## src/rtl/gray_add_sequencer.sv

```systemverilog
// Shared gray-code adder: round-robin arbitration between two requesters,
// then a CONV -> ADD -> ENC sequence producing a (W+1)-bit gray sum.
module gray_add_sequencer #(
   parameter int W = 4
) (
   input  logic         clk,
   input  logic         reset_n,
   input  logic         req0,
   input  logic [W-1:0] a0,
   input  logic [W-1:0] b0,
   output logic         gnt0,
   input  logic         req1,
   input  logic [W-1:0] a1,
   input  logic [W-1:0] b1,
   output logic         gnt1,
   output logic         busy,
   output logic         out_valid,
   output logic [W:0]   out_gray,
   output logic         out_id,
   output logic [7:0]   ops_cnt
);

   typedef enum logic [1:0] {
      IDLE = 2'd0,
      CONV = 2'd1,
      ADD  = 2'd2,
      ENC  = 2'd3
   } state_t;

   state_t         state_r;
   state_t         next_s;
   logic           take_s;
   logic           sel_id_s;
   logic           cur_id_r;
   logic           last_id_r;
   logic [W-1:0]   op_a_r;
   logic [W-1:0]   op_b_r;
   logic [W-1:0]   bin_a_r;
   logic [W-1:0]   bin_b_r;
   logic [W:0]     sum_r;

   function automatic logic [W-1:0] gray2bin(input logic [W-1:0] g);
      logic [W-1:0] b;
      b[W-1] = g[W-1];
      for (int k = W - 2; k >= 0; k--) begin
         b[k] = b[k+1] ^ g[k];
      end
      return b;
   endfunction

   function automatic logic [W:0] bin2gray(input logic [W:0] s);
      return s ^ (s >> 1);
   endfunction

   // State register
   always_ff @(posedge clk) begin
      if (!reset_n) begin
         state_r <= IDLE;
      end else begin
         state_r <= next_s;
      end
   end

   // Next-state logic
   always_comb begin
      next_s = IDLE;
      case (state_r)
         IDLE:    next_s = take_s ? CONV : IDLE;
         CONV:    next_s = ADD;
         ADD:     next_s = ENC;
         ENC:     next_s = IDLE;
         default: next_s = IDLE;
      endcase
   end

   // Arbitration and FSM-derived outputs; on a tie the requester not served last wins
   always_comb begin
      take_s   = 1'b0;
      sel_id_s = 1'b0;
      gnt0     = 1'b0;
      gnt1     = 1'b0;
      busy     = (state_r != IDLE);
      if (req0 && req1) begin
         sel_id_s = ~last_id_r;
      end else if (req1) begin
         sel_id_s = 1'b1;
      end else begin
         sel_id_s = 1'b0;
      end
      if ((state_r == IDLE) && (req0 || req1)) begin
         take_s = 1'b1;
         gnt0   = ~sel_id_s;
         gnt1   = sel_id_s;
      end else begin
         take_s = 1'b0;
      end
   end

   // Operand capture, datapath stages and result registers
   always_ff @(posedge clk) begin
      if (!reset_n) begin
         op_a_r    <= '0;
         op_b_r    <= '0;
         bin_a_r   <= '0;
         bin_b_r   <= '0;
         sum_r     <= '0;
         cur_id_r  <= 1'b0;
         last_id_r <= 1'b1;
         out_valid <= 1'b0;
         out_gray  <= '0;
         out_id    <= 1'b0;
         ops_cnt   <= 8'd0;
      end else begin
         out_valid <= (state_r == ENC);
         if (take_s) begin
            op_a_r    <= sel_id_s ? a1 : a0;
            op_b_r    <= sel_id_s ? b1 : b0;
            cur_id_r  <= sel_id_s;
            last_id_r <= sel_id_s;
         end
         case (state_r)
            CONV: begin
               bin_a_r <= gray2bin(op_a_r);
               bin_b_r <= gray2bin(op_b_r);
            end
            ADD: begin
               sum_r <= {1'b0, bin_a_r} + {1'b0, bin_b_r};
            end
            ENC: begin
               out_gray <= bin2gray(sum_r);
               out_id   <= cur_id_r;
               ops_cnt  <= ops_cnt + 8'd1;
            end
            default: begin
            end
         endcase
      end
   end

endmodule

```

## config.mk

```make
export PLATFORM = sky130hd
export DESIGN_NAME = gray_add_sequencer
export DESIGN_NICKNAME = d
export VERILOG_FILES = /design/src/rtl/gray_add_sequencer.sv
export SDC_FILE = /design/constraint.sdc
export NUM_CORES = 1
export LEC_CHECK = 0
export CAP_MARGIN = 15
export CORE_MARGIN = 5
export CORE_UTILIZATION = 50
export DETAILED_ROUTE_END_ITERATION = 16
export GPL_TIMING_DRIVEN = 0
export PLACE_DENSITY_LB_ADDON = 0.25
export SYNTH_ARGS = -nofsm -noshare
export SYNTH_HDL_FRONTEND = slang
export SYNTH_SLANG_ARGS = --single-unit
```

## constraint.sdc

```tcl
create_clock -name clk -period 1.54 [get_ports clk]
set_input_delay 0.308 -clock clk [delete_from_list [all_inputs] [get_ports clk]]
set_output_delay 0.308 -clock clk [all_outputs]
set_load 0.1 [all_outputs]
```

==> results.sh <==
export IMPL_finalSetupViolations=3
export IMPL_synthArstFlopShare=0
export IMPL_die_w_microns=70.0
export IMPL_io_pins=38
export IMPL_r2r_end="ops_cnt[6]$_SDFFE_PN0P_"
export IMPL_rsz0062_at_grt="true"
export IMPL_fill_cells=249
export IMPL_period_needed_ps=1620
export IMPL_postSynthCellCount=185
export IMPL_clock_sinks=40
export IMPL_worst_slack_ps=-75.9
export IMPL_h_tree_depth=2
export IMPL_num_vias=1572
export IMPL_synth_edf_count=0
export IMPL_critPathMaxFanout=9
export IMPL_overflow=0
export IMPL_fmax_mhz=619
export IMPL_ys_seq_area_frac=0.445
export IMPL_cp_endpoint="gnt0"
export IMPL_slowest_delay_ps=410
export IMPL_grt_max_degree=14
export IMPL_vdd_drop_max_v=0.000758
export IMPL_die_area_sq_um=4900
export IMPL_via_per_inst=5.52
export IMPL_worstPathRequired_ps=1230
export IMPL_clockBufferDepth=2
export IMPL_antenna_found_initial=0
export IMPL_yosys_most_used_dff="dfxtp_1"
export IMPL_routabilityCongestion=0.780
export IMPL_antenna_left=0
export IMPL_hold_class="in -> reg"
export IMPL_reg2reg_depth=6
export IMPL_synth_top_cell_by_area="dfxtp_1"
export IMPL_status="complete, but fails checks"
export IMPL_crit_start="last_id_r$_SDFFE_PN1P_"
export IMPL_grt_pass1_wl_mm=7.12
export IMPL_dp_hpwl_mm=3.11
export IMPL_area_growth_pct=34.9
export IMPL_tightest_slew_ps=529
export IMPL_path_cells="nand2b_4 > nor2b_4 > buf_12"
export IMPL_avgSynthCellArea_sq_um=9.73
export IMPL_period_share=1.05
export IMPL_insertion_delay_ps=340
export IMPL_syn_num_nets=215
export IMPL_slew_violations=0
export IMPL_drive_gt1_frac=0.280
export IMPL_core_sq_um=3420
export IMPL_most_common_layout_cells="dfxtp_1 (29), nor2_1 (19), clkdlybuf4s50_1 (17)"
export IMPL_cp_arrival_ps=1310
export IMPL_design_power_total_mw=2.70
export IMPL_row_count=21
export IMPL_drtIter0Drc=51
export IMPL_floorplan_initialDensity=0.527
export IMPL_routed_wirelength_mm=4.31
export IMPL_clkTransAtPathRegs_ps=120
export IMPL_route_detailed_drc=0
export IMPL_power_leakage_nw=0.954
export IMPL_io_buffers=37
export IMPL_relSlewSlack=0.647
export IMPL_yosys_area_top_type_share=0.445
export IMPL_tns_ps=-100
export IMPL_cp_slowest_cell="dfxtp_2"
export IMPL_syn_area_sq_um=1800
export IMPL_synth_area_leaders="dfxtp_1 (44%), ha_1 (6.3%), nor2_1 (4.0%)"
export IMPL_r2r_slack_ps=70
export IMPL_reg2reg_from="state_r[0]$_SDFF_PN0_"
export IMPL_worst_clock_skew_ps=10.8
export IMPL_hold_viol=0
export IMPL_power_density_nw_per_um2=1110
export IMPL_cts_tree="built"
export IMPL_dr_pass1_iters=4
export IMPL_start_kind="flop"
export IMPL_final_nets=268
export IMPL_wl_per_cell_microns=15.1
export IMPL_critPathKind="reg -> out"
export IMPL_grt_pass1_vias=1627
export IMPL_cp_end_kind="output port"
export IMPL_dieHeight_microns=70.0
export IMPL_violations="negative setup slack"
export IMPL_num_antenna_cells=0
export IMPL_ys_ff_latch=40
export IMPL_globalRouteTotalUtil=0.178
export IMPL_final_common_cell="dfxtp_1"
export IMPL_yosys_warnings=0
export IMPL_cts_inserted_buffers=5
export IMPL_synthDistinctLibCells=35
export IMPL_cap_violations=0
export IMPL_root_buffer="clkbuf_4"
## worst min-delay path by stage
stage | from | cells past startpoint | end | slack [ps]
6_report | req0 | 3 | state_r[0]$_SDFF_PN0_ | 440
4_1_cts | req0 | 3 | state_r[0]$_SDFF_PN0_ | 450
2_1_floorplan | op_a_r[0]$_SDFFE_PN0P_ | 1 | op_a_r[0]$_SDFFE_PN0P_ | 450
3_5_place_dp | op_b_r[1]$_SDFFE_PN0P_ | 1 | op_b_r[1]$_SDFFE_PN0P_ | 480
3_3_place_gp | ops_cnt[7]$_SDFFE_PN0P_ | 2 | ops_cnt[7]$_SDFFE_PN0P_ | 460
5_1_grt | req0 | 3 | state_r[0]$_SDFF_PN0_ | 500
## metrics by stage
step | utilization | instance area (sq um) | setup WS [ps] | instances | hold WS [ps]
after floorplan | - | 1830 | -44.3 | 185 | 452
after global placement | 0.660 | 2250 | -1360 | 268 | 461
after detailed placement | 0.660 | 2250 | -1410 | 268 | 478
after CTS | 0.699 | 2390 | -76.2 | 283 | 450
after global routing | 0.711 | 2430 | -130 | 285 | 498
final | 0.711 | 2430 | -75.9 | 285 | 444
## worst max-delay path, delay by kind of cell, from the launching register on
kind / cells / cell delay, ps
flip-flops: 1 / 410
buffers and inverters: 1 / 180
AND/OR/NAND/NOR: 2 / 380
## cell families (layout without fill, tap and decap cells)
logic type	count (synthesis)	after routing	share of synthesized area
XOR/XNOR	15	15	0.0883
AND/OR/NAND/NOR	49	49	0.131
buffers and inverters	19	73	0.0438
multiplexers	7	7	0.0389
flip-flops	40	40	0.445
adder cells (fa/ha/maj)	10	10	0.0737
AO/OA/AOI/OAI	45	45	0.180
## timing repair
action	in CTS	in global routing
resized for setup	121	12
hold buffers	0	0
pin swaps	5	6
setup buffers	8	2
endpoints found under the setup margin	27	23
## routing by layer
layer	vias to the layer above	part of all wire	track usage
met5	-	0	0
met4	0	0.0088	0.0681
met3	9	0.039	0.0344
met2	46	0.54	0.339
met1	753	0.41	0.190
li1	764	-	-
## flip-flops by register name, indices dropped and copies added, names as in the netlist, 2 cells and up
signal,count
state_r,2
op_a_r,4
bin_a_r,4
op_b_r,4
sum_r,5
out_gray,5
ops_cnt,8
bin_b_r,4
## Yosys cell counts, types with 4 or more instances
library cell  instances
a32oi_1               8
nand2_1               9
a21oi_1               7
o21ai_0               9
nand3_1               5
nor2_1               19
xnor2_1               8
or3_1                 4
o2bb2ai_1             8
mux2i_1               7
xor2_1                5
ha_1                  9
dfxtp_1              40
a211oi_1              7
clkbuf_1              6
inv_1                 8
## power breakdown
group | internal (mW) | total (mW) | switching [mW]
clock network | 0.172 | 0.505 | 0.333
registers | 1.14 | 1.23 | 0.0866
logic | 0.408 | 0.965 | 0.557
total | 1.72 | 2.70 | 0.977
## final cells by class
type | count | area, sq um | share of cell area
plain buffers | 9 | 53.8 | 0.0222
clock buffers | 5 | 37.5 | 0.0155
multi-input cells | 126 | 1000 | 0.414
clock inverters | 3 | 18.8 | 0.00773
well taps | 46 | 57.6 | 0.0237
repair buffers | 47 | 400 | 0.165
inverters | 9 | 33.8 | 0.0139
flip-flops and latches | 40 | 822 | 0.338
(Power assumes the default switching activity.)
